===== config.mk =====
export PLATFORM = sky130hd
export DESIGN_NAME = v68k_prefetch
export DESIGN_NICKNAME = d
export VERILOG_FILES = /design/src/rtl/v68k_bus_pkg.sv /design/src/rtl/v68k_word_fifo.sv /design/src/rtl/v68k_prefetch.sv
export SDC_FILE = /design/constraint.sdc
export NUM_CORES = 1
export LEC_CHECK = 0
export CAP_MARGIN = 20
export CORE_ASPECT_RATIO = 1.2
export CORE_MARGIN = 10
export CORE_UTILIZATION = 36
export CTS_BUF_LIST = sky130_fd_sc_hd__clkbuf_4 sky130_fd_sc_hd__clkbuf_8
export CTS_CLUSTER_SIZE = 8
export DETAILED_ROUTE_END_ITERATION = 12
export DONT_BUFFER_PORTS = 1
export GPL_ROUTABILITY_DRIVEN = 0
export PLACE_DENSITY_LB_ADDON = 0.1
export SLEW_MARGIN = 20
export SYNTH_ARGS = -nofsm -noshare
export SYNTH_HDL_FRONTEND = slang
export SYNTH_SLANG_ARGS = --single-unit

===== constraint.sdc =====
create_clock -name CLK -period 18 [get_ports CLK]
set_input_delay 3.6 -clock CLK [delete_from_list [all_inputs] [get_ports CLK]]
set_output_delay 3.6 -clock CLK [all_outputs]
set_load 0.01 [all_outputs]

===== src/rtl/v68k_bus_pkg.sv =====
// V68k bus encodings and the prefetch state type, shared by the core and other bus masters.
package v68k_bus_pkg;

  localparam logic AS_STROBE = 1'b0;
  localparam logic AS_OFF    = 1'b1;
  localparam logic DS_ON     = 1'b0;
  localparam logic DS_OFF    = 1'b1;
  localparam logic RW_READ   = 1'b1;
  localparam logic RW_WRITE  = 1'b0;

  localparam logic [2:0] FC_NONE       = 3'b000;
  localparam logic [2:0] FC_USER_DATA  = 3'b001;
  localparam logic [2:0] FC_USER_PROG  = 3'b010;
  localparam logic [2:0] FC_SUPER_DATA = 3'b101;
  localparam logic [2:0] FC_SUPER_PROG = 3'b110;
  localparam logic [2:0] FC_INT_ACK    = 3'b111;

  localparam int PC_W = 23;
  localparam int IW_W = 16;

  typedef enum logic [1:0] {
    PF_IDLE,
    PF_ADDR,
    PF_WAIT,
    PF_TERM
  } pf_state_t;

  // Word addresses wrap from the top of the 16 MB space back to zero.
  function automatic logic [PC_W-1:0] next_word_pc(input logic [PC_W-1:0] pc);
    return pc + 23'd1;
  endfunction

endpackage


===== src/rtl/v68k_word_fifo.sv =====
// DEPTH-entry FIFO of {instruction word, word address}; clear wins over push and pop.
module v68k_word_fifo
  import v68k_bus_pkg::*;
#(
  parameter int DEPTH = 2,
  parameter int WIDTH = IW_W + PC_W
) (
  input  logic                       CLK,
  input  logic                       RESET,
  input  logic                       clear,
  input  logic                       push,
  input  logic [WIDTH-1:0]           push_data,
  input  logic                       pop,
  output logic [WIDTH-1:0]           head,
  output logic [$clog2(DEPTH+1)-1:0] count
);

  localparam int PTR_W = (DEPTH > 1) ? $clog2(DEPTH) : 1;
  localparam int CNT_W = $clog2(DEPTH + 1);

  logic [WIDTH-1:0] mem [DEPTH];
  logic [PTR_W-1:0] rd_ptr;
  logic [PTR_W-1:0] wr_ptr;
  logic             do_pop;

  function automatic logic [PTR_W-1:0] bump(input logic [PTR_W-1:0] p);
    return (p == PTR_W'(DEPTH - 1)) ? '0 : p + 1'b1;
  endfunction

  assign do_pop = pop && (count != '0);
  assign head   = mem[rd_ptr];

  always_ff @(posedge CLK) begin
    if (RESET || clear) begin
      rd_ptr <= '0;
      wr_ptr <= '0;
      count  <= '0;
    end else begin
      if (push) begin
        mem[wr_ptr] <= push_data;
        wr_ptr      <= bump(wr_ptr);
      end
      if (do_pop) rd_ptr <= bump(rd_ptr);
      count <= count + CNT_W'(push) - CNT_W'(do_pop);
    end
  end

endmodule


===== src/rtl/v68k_prefetch.sv =====
// Instruction prefetch: runs 68000 read cycles for sequential words into a small queue for decode.
// Optional V68K_PREFETCH_BERR_EN: BERR ends a fetch cycle, flags bus_err and halts fetching until flush.
module v68k_prefetch
  import v68k_bus_pkg::*;
#(
  parameter int         DEPTH   = 2,
  parameter logic [2:0] FC_PROG = 3'b110
) (
  input  logic        CLK,
  input  logic        RESET,
  input  logic        flush,
  input  logic [22:0] flush_pc,
  input  logic        iw_ready,
  output logic        iw_valid,
  output logic [15:0] iw_data,
  output logic [22:0] iw_pc,
  output logic [22:0] A,
  output logic        AS,
  output logic        UDS,
  output logic        LDS,
  output logic        RW,
  output logic [2:0]  FC,
  input  logic [15:0] D,
  input  logic        DTACK,
  input  logic        BERR,
  output logic        bus_err
);

  localparam int CNT_W = $clog2(DEPTH + 1);

  pf_state_t          state;
  logic [22:0]        fetch_pc;
  logic               armed;
  logic               discard;
  logic               ds;
  logic [CNT_W-1:0]   count;
  logic [38:0]        head;
  logic [CNT_W:0]     used;
  logic               in_flight;
  logic               space;
  logic               start_ok;
  logic [22:0]        next_pc;
  logic               ack;
  logic               berr_hit;
  logic               push;
  logic               pop;

  // A cycle whose word will be dropped does not hold a queue slot.
  assign in_flight = ((state == PF_ADDR) || (state == PF_WAIT)) && !discard;
  assign used      = {1'b0, count} + (CNT_W + 1)'(in_flight);
  assign space     = used < (CNT_W + 1)'(DEPTH);
  assign start_ok  = flush || (armed && space);
  assign next_pc   = flush ? flush_pc : fetch_pc;
  assign ack       = (state == PF_WAIT) && DTACK;

`ifdef V68K_PREFETCH_BERR_EN
  assign berr_hit = (state == PF_WAIT) && !DTACK && BERR;
`else
  assign berr_hit = BERR & 1'b0;
`endif

  assign push     = ack && !discard && !flush;
  assign pop      = iw_valid && iw_ready && !flush;
  assign iw_valid = (count != '0);
  assign {iw_data, iw_pc} = head;
  assign UDS = ds;
  assign LDS = ds;
  assign RW  = RW_READ;

  v68k_word_fifo #(.DEPTH(DEPTH), .WIDTH(39)) u_fifo (
    .CLK       (CLK),
    .RESET     (RESET),
    .clear     (flush),
    .push      (push),
    .push_data ({D, fetch_pc}),
    .pop       (pop),
    .head      (head),
    .count     (count)
  );

  // An error on a cycle that is being discarded belongs to the abandoned stream, so it is not reported.
  always_ff @(posedge CLK) begin
    if (RESET) begin
      state    <= PF_IDLE;
      A        <= '0;
      AS       <= AS_OFF;
      ds       <= DS_OFF;
      FC       <= FC_NONE;
      fetch_pc <= '0;
      armed    <= 1'b0;
      discard  <= 1'b0;
      bus_err  <= 1'b0;
    end else begin
      if (flush) begin
        fetch_pc <= flush_pc;
        armed    <= 1'b1;
        bus_err  <= 1'b0;
      end else if (push) begin
        fetch_pc <= next_word_pc(fetch_pc);
      end
      case (state)
        PF_IDLE, PF_TERM: begin
          if (start_ok) begin
            state <= PF_ADDR;
            A     <= next_pc;
            AS    <= AS_STROBE;
            ds    <= DS_ON;
            FC    <= FC_PROG;
          end else begin
            state <= PF_IDLE;
          end
        end
        PF_ADDR: begin
          state <= PF_WAIT;
          if (flush) discard <= 1'b1;
        end
        PF_WAIT: begin
          if (ack || berr_hit) begin
            state   <= PF_TERM;
            AS      <= AS_OFF;
            ds      <= DS_OFF;
            FC      <= FC_NONE;
            discard <= 1'b0;
            if (berr_hit && !discard && !flush) begin
              bus_err <= 1'b1;
              armed   <= 1'b0;
            end
          end else if (flush) begin
            discard <= 1'b1;
          end
        end
        default: state <= PF_IDLE;
      endcase
    end
  end

endmodule


==> impl_metrics.yaml <==
run_status:
  outcome: "finished clean"
yosys:
  synthFlopType: "edfxtp_1"
  synth-adder-area-share: 0.008842
  synth_compound_area_frac: 0.1026
  synth-simple-area-share: 0.1238
  synth_area_sq_mm: 0.005660
  ys.warnings.count: 0
  synthXorXnorAreaFrac: 0.01547
  async_reset_ff_frac: 0
  synth.distinct_cells: 46
  synth.top_cell.area_share: 0.4138
  postSynthCellCount: 462
  seq_area_frac_synth: 0.6154
  synth_top_family_by_area: "simple AND/OR/NAND/NOR gates"
  synth_area_leader_cell: "edfxtp_1"
  ys_top_cells_by_area: "edfxtp_1 41%, dfxtp_1 20%, mux2_2 8.2%, a211oi_1 3.1%, nor2_1 2.7%"
  avgSynthCellArea_sq_um: 12.25
  synth-edff-count: 78
  ys_ff_latch: 135
  synthMuxAreaShare: 0.09925
grt:
  grt_pass1_vias: 3478
  grt_start_max_net_pins: 54
  grt_antenna_before_repair: 0
  gr-total-overflow: 0
  grt_pass1_wl_microns: 20290
  grtUsageTotal: 0.1262
critical_path:
  arrival_ps: 1890
  cpMaxStageDelayCell: "dfxtp_2"
  start_kind: "flop"
  critical_path_class: "flop to primary output"
  reg2reg_slack_ps: 15360
  cp.depth: 1
  rr_worst_depth: 4
  crit_fanout: 39
  cp_top_family: "flip-flops"
  r2r_end: "u_fifo.mem[1][18]$_DFFE_PP_"
  cpPeakStageDelay_ps: 960
  r2r_start: "state[0]$_SDFFE_PP0P_"
  endpoint_kind: "primary output"
  crit_chain: "mux2_2"
  endpoint: "iw_pc[11]"
  path_buf_inv: 0
  critical_path_required_ps: 14400
final_layout:
  fin_nets: 499
  antenna_cells: 0
  drive_gt1_frac: 0.1749
  syn_to_final_growth_pct: 9.041
  final_cell_mix: "78 x edfxtp_1, 56 x dfxtp_1, 41 x nor2_1, 41 x mux2_2, 33 x nand2_1"
  final_common_cell: "edfxtp_1"
routing:
  wl_per_cell_microns: 19.96
  drtIter0Drc: 298
  final_antenna_net_count: 0
  post-route-drc-count: 0
  vias: 3538
  routed_wirelength_microns: 13390
  viasPerCell: 5.273
  drt_pre_antenna_iters: 4
job:
  drv_cap: 0
clock_network:
  h-tree-depth: 4
  clockRootBuffer: "clkbuf_8"
  cts_hold_buf: 0
  cts_tree: "done"
  cts_resized: 0
  numCtsBuffers: 17
  post-cts-setup-buffers: 0
  clock_latency_ps: 440
  numClockSinks: 135
  clockBufferDepth: 2
  clkTransAtPathRegs_ps: 70
timing:
  relSlewSlack: 0.3270
  max_freq_mhz: 182.3
  worst_pin_slew_ps: 1009
  fin_hold_ws_ps: 477.8
  skew_ps: 10.36
  finalSetupViolations: 0
  min_period_over_period: 0.3048
  rsz0062_at_grt: "no"
  post-route-min-period_ps: 5486
  finalSetupTns_ps: 0
  final_hold_viol_count: 0
  slew_viol_final: 0
power_and_ir_drop:
  p_comb_frac: 0.126
  power_frac_seq: 0.547
  vdd_ir_drop_max_mv: 0.07920
  internal_power_w: 0.0005146
  pwr-share-clk: 0.327
  p_leak_nw: 2.060
  p_sw_w: 0.0002100
  power_density_mw_per_mm2: 117.4
  switching_share: 0.2898
floorplanning:
  core_sq_mm: 0.01551
  rows: 50
  die_width_microns: 134.5
  ioPinCount: 116
  die_area_sq_mm: 0.02116
  fp.dieH_microns: 157.4
  initial_core_util: 0.3648
hold_path:
  hp-class: "flop to flop"
placement:
  hpwlAfterDp_microns: 8865
  port_buffers: 0
-- worst register-to-register path: cells and delay by family (launching register included) --
kind          cells  cell delay (ps)
fa+ha+maj         1              260
buf+inv           1               50
flops             1              310
simple gates      2             1620
-- final cells by class --
cell class,count,area (sq um)
multi-input combinational,286,2001
inverter,8,30.03
clock buffer,21,282.8
fill,1577,9343
sequential,135,3485
tap,208,260.3
timing repair buffer,2,15.01
clock inverter,11,98.84
-- how the worst min path moves through the flow --
stage	cells after the start	end	from	slack [ps]
floorplan	2	armed$_SDFFE_PP0P_	armed$_SDFFE_PP0P_	430
global placement	2	armed$_SDFFE_PP0P_	armed$_SDFFE_PP0P_	440
detailed placement	2	armed$_SDFFE_PP0P_	armed$_SDFFE_PP0P_	460
CTS	2	armed$_SDFFE_PP0P_	armed$_SDFFE_PP0P_	480
global route	2	armed$_SDFFE_PP0P_	armed$_SDFFE_PP0P_	520
finish	2	armed$_SDFFE_PP0P_	armed$_SDFFE_PP0P_	480
-- cell usage after synthesis (all sizes together) (3+ instances only) --
cell type	instances
and3	5
nand3	9
o21a	3
edfxtp	78
mux2	41
nand4	7
or3	4
and4	5
clkbuf	21
o31ai	8
xor2	6
a211oi	23
nor2b	6
mux2i	10
ha	4
a21oi	13
nor2	41
and2	3
a31oi	3
xnor2	4
nor4	4
a311oi	13
inv	8
or4	7
o21ai	8
dfxtp	57
buf	13
nor3	6
nand2	33
-- per-layer routing --
layer | up-vias | track usage | wire length [microns]
met5 | - | 0 | 0
met4 | 0 | 0.05656 | 183
met3 | 15 | 0.05070 | 1056
met2 | 101 | 0.1905 | 6315
met1 | 1720 | 0.1550 | 5836
li1 | 1702 | - | -
-- power groups by stage --
stage / registers (W) / clock network [W] / logic (W)
3_5_place_dp: 0.000404 / 0 / 0.0000918
2_1_floorplan: 0.000391 / 0 / 0.0000861
3_3_place_gp: 0.000404 / 0 / 0.0000894
4_1_cts: 0.000398 / 0.000245 / 0.0000921
5_1_grt: 0.000402 / 0.000259 / 0.000106
6_report: 0.000396 / 0.000237 / 0.0000912
-- sequential cells by signal, indices dropped and copies added, names as in the netlist, named ones only --
| signal | cells |
|---|---|
| LDS | 1 |
| u_fifo.count | 2 |
| A | 23 |
| u_fifo.rd_ptr | 1 |
| FC | 1 |
| u_fifo.mem | 78 |
| state | 2 |
| fetch_pc | 23 |
| u_fifo.wr_ptr | 1 |
| discard | 1 |
| armed | 1 |
-- kinds of logic (layout without fill, tap and decap cells) --
group / count (synthesis) / in the layout
AO/OA/AOI/OAI: 81 / 81
XOR/XNOR: 10 / 10
adder cells (fa/ha/maj): 4 / 4
buffers and inverters: 42 / 42
flip-flops: 135 / 135
multiplexers: 51 / 51
other: 2 / 3
AND/OR/NAND/NOR: 137 / 137
-- per-stage QoR --
| step | area (sq um) | power [W] | util | instances | setup slack [ps] |
|---|---|---|---|---|---|
| finish | 6172 | 0.0007246 | 0.3978 | 671 | 12510 |
| global route | 6172 | 0.0007669 | 0.3978 | 671 | 12360 |
| CTS | 6172 | 0.0007349 | 0.3978 | 671 | 12390 |
| detailed placement | 5791 | 0.0004963 | 0.3732 | 639 | 12350 |
| global placement | 5791 | 0.0004932 | 0.3732 | 639 | 12390 |
| floorplan | 5664 | 0.0004775 | - | 463 | 9644 |
(Power assumes the default switching activity.)
